$ cat src/rtl/uart_tx_arbiter_pkg.sv
// Shared types and constants for the UART TX write-port arbiter.
package uart_tx_arbiter_pkg;

  localparam int BYTE_W = 8;

  typedef enum logic {
    ST_IDLE = 1'b0,
    ST_BUSY = 1'b1
  } state_t;

  // Width of a counter that must be able to hold the value max_len.
  function automatic int cnt_width(input int max_len);
    return $clog2(max_len + 1);
  endfunction

endpackage

$ cat src/rtl/uart_tx_arbiter_if.sv
// Requester byte streams on one side and the FIFO write port on the other.
// The arbiter uses the master view; the requesters and the FIFO use the slave view.
interface uart_tx_arbiter_if #(
  parameter int N_REQ = 4
);
  import uart_tx_arbiter_pkg::*;

  logic [N_REQ-1:0]        req_valid;
  logic [BYTE_W*N_REQ-1:0] req_data;
  logic [N_REQ-1:0]        req_last;
  logic [N_REQ-1:0]        req_ready;
  logic [BYTE_W-1:0]       fifo_din;
  logic                    fifo_wr_en;
  logic                    fifo_full;
  logic [N_REQ-1:0]        grant;
  logic                    trunc_pulse;

  modport master (
    input  req_valid, req_data, req_last, fifo_full,
    output req_ready, fifo_din, fifo_wr_en, grant, trunc_pulse
  );

  modport slave (
    output req_valid, req_data, req_last, fifo_full,
    input  req_ready, fifo_din, fifo_wr_en, grant, trunc_pulse
  );

endinterface

$ cat src/rtl/uart_tx_arbiter_rr_pick.sv
// Combinational round-robin picker: first set request bit strictly after ptr,
// searching upward and wrapping, so the last winner has the lowest priority.
module rr_pick_n #(
  parameter  int n = 4,
  localparam int W = (n > 1) ? $clog2(n) : 1
) (
  input  logic [n-1:0] req,
  input  logic [W-1:0] ptr,
  output logic [n-1:0] onehot,
  output logic [W-1:0] idx,
  output logic         any
);

  logic [W-1:0] cand;

  // Walk the candidates ptr+1, ptr+2, ... and keep the first one that requests.
  always_comb begin
    onehot = '0;
    idx    = '0;
    any    = 1'b0;
    cand   = '0;
    for (int k = 1; k <= n; k++) begin
      cand = W'((int'(ptr) + k) % n);
      if (!any && req[cand]) begin
        any          = 1'b1;
        idx          = cand;
        onehot[cand] = 1'b1;
      end
    end
  end

endmodule

$ cat src/rtl/uart_tx_arbiter.sv
// Round-robin arbiter that shares the TX byte FIFO write port among N_REQ
// requesters. One requester owns the port for a whole message (or until the
// per-grant byte limit), so messages never interleave inside the FIFO.
module uart_tx_arbiter
  import uart_tx_arbiter_pkg::*;
#(
  parameter int N_REQ   = 4,
  parameter int MAX_LEN = 16
) (
  input logic              clk,
  input logic              rst,
  uart_tx_arbiter_if.master bus
);

  localparam int IDX_W = $clog2(N_REQ);
  localparam int CNT_W = cnt_width(MAX_LEN);
  localparam logic [IDX_W-1:0] PTR_RST = IDX_W'(N_REQ - 1);
  localparam logic [CNT_W-1:0] LIMIT   = CNT_W'(MAX_LEN - 1);

  state_t            state;
  logic [N_REQ-1:0]  grant_q;
  logic [IDX_W-1:0]  owner_q;
  logic [IDX_W-1:0]  ptr_q;
  logic [CNT_W-1:0]  count_q;
  logic              trunc_q;

  logic [N_REQ-1:0]  pick_onehot;
  logic [IDX_W-1:0]  pick_idx;
  logic              pick_any;

  logic [BYTE_W-1:0] req_bytes [N_REQ];
  logic [N_REQ-1:0]  ready_c;
  logic [BYTE_W-1:0] din_c;
  logic              wr_en_c;
  logic              owner_last;
  logic              at_limit;

  rr_pick_n #(.n(N_REQ)) u_pick (
    .req    (bus.req_valid),
    .ptr    (ptr_q),
    .onehot (pick_onehot),
    .idx    (pick_idx),
    .any    (pick_any)
  );

  assign at_limit = (count_q == LIMIT);

  // Route the owner's byte and handshake to the FIFO; everything stays quiet while idle.
  always_comb begin
    for (int i = 0; i < N_REQ; i++) begin
      req_bytes[i] = bus.req_data[i*BYTE_W +: BYTE_W];
    end
    ready_c    = '0;
    din_c      = '0;
    wr_en_c    = 1'b0;
    owner_last = 1'b0;
    if (state == ST_BUSY) begin
      ready_c[owner_q] = !bus.fifo_full;
      din_c            = req_bytes[owner_q];
      wr_en_c          = bus.req_valid[owner_q] && !bus.fifo_full;
      owner_last       = bus.req_last[owner_q];
    end
  end

  // Grant FSM: pick an owner while idle, count its bytes, release on last byte or at the limit.
  always_ff @(posedge clk or posedge rst) begin
    if (rst) begin
      state   <= ST_IDLE;
      grant_q <= '0;
      owner_q <= '0;
      ptr_q   <= PTR_RST;
      count_q <= '0;
      trunc_q <= 1'b0;
    end else begin
      trunc_q <= 1'b0;
      case (state)
        ST_IDLE: begin
          if (pick_any) begin
            grant_q <= pick_onehot;
            owner_q <= pick_idx;
            count_q <= '0;
            state   <= ST_BUSY;
          end
        end
        ST_BUSY: begin
          if (wr_en_c) begin
            if (owner_last || at_limit) begin
              state   <= ST_IDLE;
              grant_q <= '0;
              ptr_q   <= owner_q;
              count_q <= '0;
              trunc_q <= !owner_last;
            end else begin
              count_q <= count_q + 1'b1;
            end
          end
        end
        default: state <= ST_IDLE;
      endcase
    end
  end

  assign bus.req_ready   = ready_c;
  assign bus.fifo_din    = din_c;
  assign bus.fifo_wr_en  = wr_en_c;
  assign bus.grant       = grant_q;
  assign bus.trunc_pulse = trunc_q;

endmodule
$ cat src/flat_wrapper.sv
// flat-port wrapper written by rule: the top's interface ports become plain ports
module uart_tx_arbiter_flat import uart_tx_arbiter_pkg::*;
#(
  parameter int N_REQ   = 4,
  parameter int MAX_LEN = 16
)
  (clk, rst, bus_req_valid, bus_req_data, bus_req_last, bus_fifo_full, bus_req_ready, bus_fifo_din, bus_fifo_wr_en, bus_grant, bus_trunc_pulse);
  uart_tx_arbiter_if #(.N_REQ(N_REQ)) bus_i ();
  input logic clk;
  input logic rst;
  input wire logic [$bits(bus_i.req_valid)-1:0] bus_req_valid;
  input wire logic [$bits(bus_i.req_data)-1:0] bus_req_data;
  input wire logic [$bits(bus_i.req_last)-1:0] bus_req_last;
  input wire logic [$bits(bus_i.fifo_full)-1:0] bus_fifo_full;
  output wire logic [$bits(bus_i.req_ready)-1:0] bus_req_ready;
  output wire logic [$bits(bus_i.fifo_din)-1:0] bus_fifo_din;
  output wire logic [$bits(bus_i.fifo_wr_en)-1:0] bus_fifo_wr_en;
  output wire logic [$bits(bus_i.grant)-1:0] bus_grant;
  output wire logic [$bits(bus_i.trunc_pulse)-1:0] bus_trunc_pulse;
  assign bus_i.req_valid = bus_req_valid;
  assign bus_i.req_data = bus_req_data;
  assign bus_i.req_last = bus_req_last;
  assign bus_i.fifo_full = bus_fifo_full;
  assign bus_req_ready = bus_i.req_ready;
  assign bus_fifo_din = bus_i.fifo_din;
  assign bus_fifo_wr_en = bus_i.fifo_wr_en;
  assign bus_grant = bus_i.grant;
  assign bus_trunc_pulse = bus_i.trunc_pulse;
  uart_tx_arbiter #(.N_REQ(N_REQ), .MAX_LEN(MAX_LEN)) u_core (.clk(clk), .rst(rst), .bus(bus_i));
endmodule
$ cat config.mk
export PLATFORM = sky130hd
export DESIGN_NAME = uart_tx_arbiter_flat
export DESIGN_NICKNAME = d
export VERILOG_FILES = /design/src/rtl/uart_tx_arbiter_pkg.sv /design/src/rtl/uart_tx_arbiter_if.sv /design/src/rtl/uart_tx_arbiter_rr_pick.sv /design/src/rtl/uart_tx_arbiter.sv /design/src/flat_wrapper.sv
export SDC_FILE = /design/constraint.sdc
export NUM_CORES = 1
export LEC_CHECK = 0
export CELL_PAD_IN_SITES_DETAIL_PLACEMENT = 1
export CELL_PAD_IN_SITES_GLOBAL_PLACEMENT = 1
export CORE_ASPECT_RATIO = 1.75
export CORE_MARGIN = 3
export CORE_UTILIZATION = 32
export CTS_CLUSTER_DIAMETER = 40
export DETAILED_ROUTE_END_ITERATION = 16
export GPL_TIMING_DRIVEN = 0
export HOLD_SLACK_MARGIN = 0.08
export PLACE_DENSITY = 0.87
export SYNTH_ARGS = -nofsm -noshare
export SYNTH_HDL_FRONTEND = slang
export SYNTH_SLANG_ARGS = --single-unit
$ cat constraint.sdc
create_clock -name clk -period 3 [get_ports clk]
set_input_delay 0.6 -clock clk [delete_from_list [all_inputs] [get_ports clk]]
set_output_delay 0.6 -clock clk [all_outputs]
set_load 0.01 [all_outputs]
Word-level counts from Yosys, hierarchy flattened
Cells that the tools add are included.
Widths: inputs -> output; s select.
{"block": "word_totals", "regBits": 15, "latchBits": 0, "ram_bits": 0, "romBits": 0, "in_bits": 43, "output_inout_bits": 18, "elab_cells": 107, "n_memories": 0}
{"block": "op_classes", "n_addsub": 5, "mul": 0, "div": 0, "order_cmp": 11, "n_eq_ne": 4, "shift": 0, "n_mux": 56, "bitwise_logic": 6, "n_reduce_logical": 19}
{"operator": "$mux 4", "count": 8}
{"operator": "$mux 8", "count": 3}
{"operator": "$mux 1", "count": 23}
{"operator": "$bmux 8 s2", "count": 1}
{"operator": "$lt 2x3->1 const B", "count": 5}
{"operator": "$mux 5", "count": 3}
{"operator": "$bmux 1 s2", "count": 6}
{"operator": "$or 4x4->4", "count": 3}
{"operator": "$demux 1 s2", "count": 5}
{"operator": "$ge 2x1->1 const B", "count": 5}
{"operator": "$pmux 5 s2", "count": 1}
{"operator": "$logic_and 1x1->1", "count": 9}
{"operator": "$mux 2", "count": 4}
{"operator": "$pmux 4 s2", "count": 1}
{"operator": "$reduce_and 3->1", "count": 2}
{"operator": "$add 5x1->5 const B", "count": 1}
{"operator": "$eq 5x4->1 const B", "count": 1}
{"operator": "$logic_not 1->1", "count": 5}
{"operator": "$add 2x1->2 const B", "count": 2}
{"operator": "$add 2x2->2 const B", "count": 2}
{"operator": "$and 4x4->4", "count": 1}
{"operator": "$ne 2x2->1 const B", "count": 2}
{"operator": "$reduce_and 2->1", "count": 2}
{"operator": "$ge 3x3->1 const B", "count": 1}
{"operator": "other kinds (5)", "count": 5}

Depth between registers and ports, before layout
Gate-level depths: netlist (run 1).
{"block": "logic_depth", "ltp_word": 15, "depth_mapped": 9, "depth_no_buf": 7}

Modules after synthesis
From an unflattened synthesis (run 1), not the netlist that was laid out.
{"block": "unflattened", "cells_unflattened": 177, "area_unflattened_um2": 1719.1}
{"mod": "uart_tx_arbiter", "instances": 1, "cells_per_inst": 91, "area_per_inst_um2": 1089.8, "seq_area_each_um2": 377.9}
{"mod": "rr_pick_n", "instances": 1, "cells_per_inst": 86, "area_per_inst_um2": 629.4, "seq_area_each_um2": 0.0}

Worst setup path after synthesis (run 1)
No wires, ideal clock.
{"block": "synth_path", "kind": "register -> register", "from": "register u_core.ptr_q[0]", "to": "register u_core.grant_q[0], in the netlist u_core.bus.grant[0]", "setup_time_ns": 0.066, "arrival_time_ns": 2.568, "required_time_ns": 2.934, "setup_slack_ns": 0.366, "path_stages_with_launch": 10, "n_path_buf": 2, "period_less_slack_ns": 2.634, "path_cell_list": "dfstp_2 > clkbuf_1 > inv_1 > ha_1 > clkbuf_1 > mux4_2 > nor2b_1 > a22oi_1 > a21oi_1 > a221o_1"}
{"block": "synth_via", "elab_chain_cells": 15, "word_cells_on_any_way": 53, "cone_classes": "add/sub: 4; order compare: 8; eq/ne: 1; mux: 26; bitwise: 3; reduce/logical: 11"}
{"item": "start: declaration", "line": "uart_tx_arbiter.sv:23", "rtl": "logic [IDX_W-1:0] ptr_q;"}
{"item": "start signal: assignment", "line": "uart_tx_arbiter.sv:90", "rtl": "ptr_q <= owner_q;"}
{"item": "branches (longest 15 deep; another with $lt 2x3->1)"}
{"item": "end signal: assignment", "line": "uart_tx_arbiter.sv:79", "rtl": "grant_q <= pick_onehot;"}
{"item": "end: declaration", "line": "uart_tx_arbiter.sv:21", "rtl": "logic [N_REQ-1:0] grant_q;"}
Several ways; the timed one is not identified. The select of a mux whose other input is x is not followed.
A chain may end at the register's enable or synchronous reset.

Final worst setup path (run 1)
{"block": "layout_path", "from": "input port bus_req_valid[0]", "to": "output port bus_fifo_wr_en"}
{"block": "layout_via", "elab_chain_cells": 4}
{"item": "start: declaration", "line": "flat_wrapper.sv:11", "rtl": "input wire logic [$bits(bus_i.req_valid)-1:0] bus_req_valid;"}
{"item": "$bmux 1 s2", "line": "uart_tx_arbiter.sv:60", "rtl": "wr_en_c = bus.req_valid[owner_q] && !bus.fifo_full;"}
{"item": "$mux 1 (implied by the code)", "line": "uart_tx_arbiter.sv:60"}
{"item": "$logic_and 1x1->1", "line": "uart_tx_arbiter.sv:60"}
{"item": "$mux 1", "line": "uart_tx_arbiter.sv:57", "rtl": "if (state == ST_BUSY) begin"}
{"item": "end: declaration", "line": "flat_wrapper.sv:17", "rtl": "output wire logic [$bits(bus_i.fifo_wr_en)-1:0] bus_fifo_wr_en;"}
No other way between the ends. The select of a mux whose other input is x is not followed.

==> results.tsv, run 1 <==
stage	metric	value	unit
run_status	status	completed	
run	cap_viol_max_count	0	
worst_setup_path	reg2reg_depth	7	
route	wl	5.19	mm
synthesis	netlist_area	1500	sq um
floorplan	floorplan.initialDensity	33.5	%
synthesis	async_flop_share	100	%
place	hpwl	4.35	mm
worst_setup_path	worst_r2r_endpoint	u_core.bus.grant[0]$_DFFE_PP0P_	
floorplan	die_w	57.8	um
min_path	hp-class	reg2reg	
worst_setup_path	cp-end-kind	output pin	
final_layout	finish.net_count	278	
clocking	cts_buffers	3	
worst_setup_path	crit_buf_inv	3	
synthesis	yosys_warnings	0	
synthesis	syn_nets	216	
synthesis	synth.avg_cell_area	9.21	sq um
final_layout	area_delta_synth_final	48.3	%
sta	final-max-slew-violation-count	0	
global_route	grt_pass1_wl	8.34	mm
power_and_ir_drop	pwr-share-clk	9.8	%
synthesis	synth_edf_count	0	
worst_setup_path	cp_cell_sequence	clkdlybuf4s50_1 -> clkbuf_4 -> mux2_2 -> a22o_4 -> clkdlybuf4s50_1	
clocking	post-cts-setup-buffers	0	
sta	rsz0062_at_grt	false	
global_route	grt_util_all_layers	18.8	%
final_layout	fin_area	2230	sq um
min_path	hold_end	u_core.count_q[4]$_DFFE_PP0P_	
power_and_ir_drop	max-vdd-ir-drop	329	uV
power_and_ir_drop	switching_share	43.6	%
global_route	met1_usage	20.3	%
floorplan	die_area	5580	sq um
synthesis	synthFlopType	dfrtp_1	
sta	fmax	0.343	GHz
synthesis	yosysTopAreaCell	dfrtp_1	
clocking	clk_latency	0.25	ns
route	drtIter0Drc	48	
synthesis	yosysMostFrequentCell	dfrtp_1	
clocking	cts_tree	done	
global_route	met2_usage	36.3	%
clocking	cts.sinks	15	
final_layout	diodes	0	
synthesis	synth_common_cells	dfrtp_1, clkbuf_1, nand2_1	
synthesis	synth_cells	163	
global_route	antenna_found_initial	0	
route	ant_nets	0	
worst_setup_path	slowest_stage	clkdlybuf4s50_1	
place	gp_congestion	0.812	
worst_setup_path	cp-start-kind	input port	
route	via_per_inst	5.52	
route	num_vias	1518	
power_and_ir_drop	total_power	1730	uW
clocking	cts_root_buf	clkbuf_8	
min_path	worstHoldPathCells	2	
synthesis	ys_seq_elements	15	
power_and_ir_drop	pwr-share-comb	69.4	%
final_layout	utilization	49.7	%
min_path	hold_start	u_core.count_q[4]$_DFFE_PP0P_	
synthesis	synth_cell_types	40	
power_and_ir_drop	power_switching	756	uW
worst_setup_path	worstPathArrival	2.32	ns
clocking	cts_resized	6	
worst_setup_path	critical_path_class	in2out	
final_layout	drive_gt1_share	14.7	%
clocking	clock_path_buffers	2	
sta	period_share	97.2	%
power_and_ir_drop	internal_power	978	uW
power_and_ir_drop	p_leak	0.000869	uW
synthesis	synthTopCellsByArea	dfrtp_1, mux4_2, ha_1, and2_1, o21ai_0	
global_route	grt_overflow	0	
floorplan	rows	32	
power_and_ir_drop	p_seq_share	20.8	%
floorplan	core-area	4480	sq um
sta	timing.final.hold_violations	0	
worst_setup_path	max_stage_delay	0.48	ns
worst_setup_path	critPathTopFamily	buffers and inverters	
power_and_ir_drop	p_per_area	778	nW/um^2
route	dr.pass1.iters	4	
worst_setup_path	r2r_slack	0.27	ns
floorplan	io_pins	61	
place	portBuffers	60	
floorplan	chipHeight	96.6	um
sta	period_minus_slack	2.92	ns
global_route	use_met3	2.14	%
sta	worst_slew_pin_slew	0.842	ns
sta	clock_skew	0.00514	ns
global_route	top_usage_layer	met2	
clocking	clk_pin_slew	0.06	ns
clocking	postCtsHoldBufs	0	
global_route	grt_max_degree	16	
worst_setup_path	cp_common_cell	clkdlybuf4s50_1	
sta	setup_viol	0	
worst_setup_path	worstPathMaxFanout	10	
synthesis	ys_seq_area_share	25.2	%
route	wl_per_cell	18.9	um
global_route	grt_pass1_vias	1675	
place	dpl_cell_area	2170	sq um
clocking	htreeDepth	1	
route	drc_errors	0	
worst_setup_path	r2r-start	u_core.ptr_q[0]$_DFFE_PP1P_	
sta	slew_headroom	43.9	%
worst_setup_path	required	2.40	ns
synthesis	synth.top_cell.area_share	21.7	%
sta	whs	0.490	ns
==> worst reg2reg max path, delay by kind of cell (launching register included) <==
kind / cells / cell delay [ns]
buffers and inverters: 2 / 0.48
flip-flops: 1 / 0.66
AO/OA/AOI/OAI: 3 / 0.62
adder cells (fa/ha/maj): 1 / 0.45
multiplexers: 1 / 0.40
==> per-stage QoR <==
step                setup WS, ns  cells  setup TNS, ns
floorplan                  0.366    163              0
global placement          -0.135    274         -0.622
detailed placement        -0.214    274         -0.989
CTS                      0.00621    277              0
global route              0.0172    275              0
finish                    0.0842    275              0
==> flip-flops by register name, summed over array words and instances (netlist names) <==
| signal | flops |
|---|---|
| u_core.count_q | 5 |
| u_core.bus.grant | 4 |
| u_core.owner_q | 2 |
| u_core.ptr_q | 2 |
| u_core.bus.trunc_pulse | 1 |
| u_core.state | 1 |
==> cell usage in the layout (no fill, tap or decap), types with 3 or more instances in the layout <==
cell type,n
clkdlybuf4s50_1,60
dfrtp_1,13
nand2_1,12
o21ai_0,11
nor2_1,11
mux4_2,11
and2_1,10
ha_1,9
a21oi_1,8
inv_1,7
clkbuf_1,5
nand4_1,5
nand3_1,4
mux2_2,4
a22oi_1,4
a221o_1,4
nor3_1,3
mux2i_1,3
nand3b_1,3
clkbuf_8,3
==> per-layer routing <==
metal / routed length (um) / up-vias
met5: 0 / -
li1: - / 730
met3: 72 / 10
met2: 3130 / 22
met4: 121 / 0
met1: 1860 / 756
==> worst max path at each step <==
stage / start / endpoint / depth (start not counted)
after global routing: bus_req_valid[2] / bus_fifo_wr_en / 5
final: bus_req_valid[0] / bus_fifo_wr_en / 5
after CTS: u_core.owner_q[0]$_DFFE_PP0P_ / bus_fifo_din[2] / 5
after floorplan: u_core.ptr_q[0]$_DFFE_PP1P_ / u_core.bus.grant[0]$_DFFE_PP0P_ / 9
after detailed placement: u_core.ptr_q[0]$_DFFE_PP1P_ / u_core.bus.grant[2]$_DFFE_PP0P_ / 9
after global placement: u_core.ptr_q[0]$_DFFE_PP1P_ / u_core.bus.grant[1]$_DFFE_PP0P_ / 9
==> final cells by class <==
cell class	count	area (sq um)
inverters	7	26.3
repair buffers	60	601
flip-flops and latches	15	378
plain buffers	10	51.3
multi-input cells	128	1060
fillers	530	2260
clock buffers	3	41.3
well taps	51	63.8
clock inverters	1	5.00
==> kinds of logic (layout without fill, tap and decap cells) <==
logic type      count (synthesis)  in the layout  synth area share, %
compound gates                 37             37                 16.5
xor+xnor                        1              1                0.583
fa+ha+maj                      10             10                 8.33
buf+inv                        20             81                 5.08
flops                          15             15                 25.2
mux                            18             18                 21.5
simple gates                   62             62                 22.8
==> power groups by stage <==
stage	Clock [uW]	Sequential (uW)	Combinational, uW
4_1_cts	168	347	1220
6_report	169	361	1200
2_1_floorplan	0	316	766
3_5_place_dp	0	331	1230
5_1_grt	177	376	1320
3_3_place_gp	0	326	1180
(Power assumes the default switching activity.)
==> inputs of run 2 (changes only) <==
- clock period: 3 -> 3.28 ns (I/O delays scaled with it)
==> results.tsv, run 2 (synthesis results as in run 1) <==
stage	metric	value	unit	change
place	place_inst	274		unchanged
route	num_vias	1516		-0.13%
sta	setup_viol	0		unchanged
floorplan	floorplan.initialDensity	33.5	%	unchanged
clocking	cts_buffers	3		unchanged
power_and_ir_drop	p_per_area	707	nW/um^2	-9.2%
global_route	antenna_found_initial	0		unchanged
place	portBuffers	60		unchanged
final_layout	final_cell_mix	clkdlybuf4s50_1, dfrtp_1, nand2_1		
final_layout	utilization	49.4	%	-0.28 points
worst_setup_path	required	2.62	ns	+0.22 ns
floorplan	core-area	4480	sq um	unchanged
final_layout	diodes	0		unchanged
route	wl_per_cell	18.3	um	-2.7%
sta	period_share	94.4	%	
place	hpwl	4.35	mm	unchanged
sta	finalWorstSetupSlack	0.182	ns	+0.0982 ns
global_route	grt_util_all_layers	18.8	%	-0.027 points
route	ant_nets	0		unchanged
global_route	grt_overflow	0		unchanged
final_layout	largest_reg_flops	5		unchanged
route	via_per_inst	5.47		-0.85%
floorplan	die_area	5580	sq um	unchanged
sta	timing.final.hold_violations	0		unchanged
final_layout	drive_gt1_share	13.3	%	-1.5 points
clocking	clk_pin_slew	0.06	ns	about the same
final_layout	layoutNonFillerInstCount	277		+0.73%
clocking	clock_path_buffers	2		unchanged
worst_setup_path	worstPathMaxFanout	10		unchanged
worst_setup_path	critical_path_class	reg2out		
final_layout	finish.net_count	280		+0.72%
worst_setup_path	cp_cell_sequence	clkbuf_1 -> buf_2 -> mux4_2 -> and2_1 -> clkdlybuf4s50_1		
worst_setup_path	slowest_stage	mux4_2		
clocking	cts.sinks	15		unchanged
sta	clock_skew	0.00467	ns	-0.000471 ns
final_layout	regMostFlops	u_core.count_q		
route	wl	5.08	mm	-2.0%
worst_setup_path	critPathTopFamily	buffers and inverters		
global_route	grt_pass1_vias	1675		unchanged
sta	slew_headroom	44.0	%	+0.086 points
final_layout	final_common_cell	clkdlybuf4s50_1		
floorplan	chipHeight	96.6	um	unchanged
clocking	postCtsHoldBufs	0		unchanged
clocking	cts_tree	done		
run	cap_viol_max_count	0		unchanged
clocking	cts_root_buf	clkbuf_8		
run_status	status	completed		
worst_setup_path	max_stage_delay	0.56	ns	+0.08 ns
place	gp_congestion	0.812		unchanged
sta	worst_slew_pin_slew	0.841	ns	-0.00129 ns
floorplan	io_pins	61		unchanged
final_layout	area_delta_synth_final	47.5	%	
min_path	hp-class	reg2reg		
worst_setup_path	cp-end-kind	output pin		
worst_setup_path	cp-start-kind	register		
sta	fmax	0.323	GHz	
clocking	clk_latency	0.25	ns	about the same
sta	fin_setup_tns	0	ns	unchanged
global_route	grt_pass1_wl	8.35	mm	about the same
route	drtIter0Drc	36		-25%
floorplan	die_w	57.8	um	unchanged
sta	period_minus_slack	3.10	ns	
worst_setup_path	crit_buf_inv	3		unchanged
sta	rsz0062_at_grt	false		
route	dr.pass1.iters	4		unchanged
clocking	htreeDepth	1		unchanged
worst_setup_path	worstPathArrival	2.44	ns	+0.12 ns
power_and_ir_drop	max-vdd-ir-drop	298	uV	-9.3%
place	place_ws	0.0333	ns	+0.248 ns
floorplan	rows	32		unchanged
clocking	post-cts-setup-buffers	0		unchanged
global_route	grt_max_degree	16		unchanged
power_and_ir_drop	p_leak	0.000863	uW	-0.69%
sta	final-max-slew-violation-count	0		unchanged
route	drc_errors	0		unchanged
-- run 2: power by group --
group	total, uW	leakage, uW	switching (uW)	internal, uW
clock	153	0.0000255	69.3	84.2
sequential	317	0.000192	71.5	246
combinational	1090	0.000646	545	550
-- run 2: worst paths after layout --
check | startpoint | to | slack, ns | cells after the start
max | u_core.owner_q[0]$_DFFE_PP0P_ | bus_fifo_din[2] | 0.18 | 5
min | u_core.count_q[4]$_DFFE_PP0P_ | u_core.count_q[4]$_DFFE_PP0P_ | 0.49 | 2
max reg2reg | u_core.ptr_q[0]$_DFFE_PP1P_ | u_core.bus.grant[0]$_DFFE_PP0P_ | 0.36 | 8
min reg2reg | u_core.count_q[4]$_DFFE_PP0P_ | u_core.count_q[4]$_DFFE_PP0P_ | 0.49 | 2
max in group asynchronous | rst | u_core.ptr_q[0]$_DFFE_PP1P_ | 2.16 | 2
min in group asynchronous | rst | u_core.count_q[2]$_DFFE_PP0P_ | 0.75 | 2
-- run 2: worst min-delay path, delay by kind of cell, from the launching register on --
| kind | cells | cell delay (ns) |
|---|---|---|
| AO/OA/AOI/OAI | 1 | 0.05 |
| flip-flops | 1 | 0.34 |
| AND/OR/NAND/NOR | 1 | 0.05 |
-- run 2: what timing repair did --
action	CTS	global route
endpoints found under the setup margin	0	6
gates resized for setup	0	7
hold endpoints to repair	0	0
-- run 2: metrics by stage --
stage               hold WS, ns  total power (uW)  area (sq um)
finish                    0.488              1570          2210
global route              0.526              1700          2210
CTS                       0.494              1580          2210
detailed placement        0.482              1420          2170
global placement          0.460              1380          2170
floorplan                 0.449               989          1500
-- run 2: final cells by class --
cell class	count	area [sq um]
Sequential cell	15	378
Inverter	7	26.3
Clock inverter	1	5.00
Tap cell	51	63.8
Buffer	12	50.0
Fill cell	538	2270
Clock buffer	3	41.3
Timing Repair Buffer	60	601
Multi-Input combinational cell	128	1050
-- run 2: routing by layer --
metal  track usage [%]  wire length (um)  vias to the layer above
li1                  -                 -                      735
met1              20.0              1830                      748
met2              36.5              3060                       25
met3              2.14                77                        8
met4              5.54               108                        0
met5                 0                 0                        -
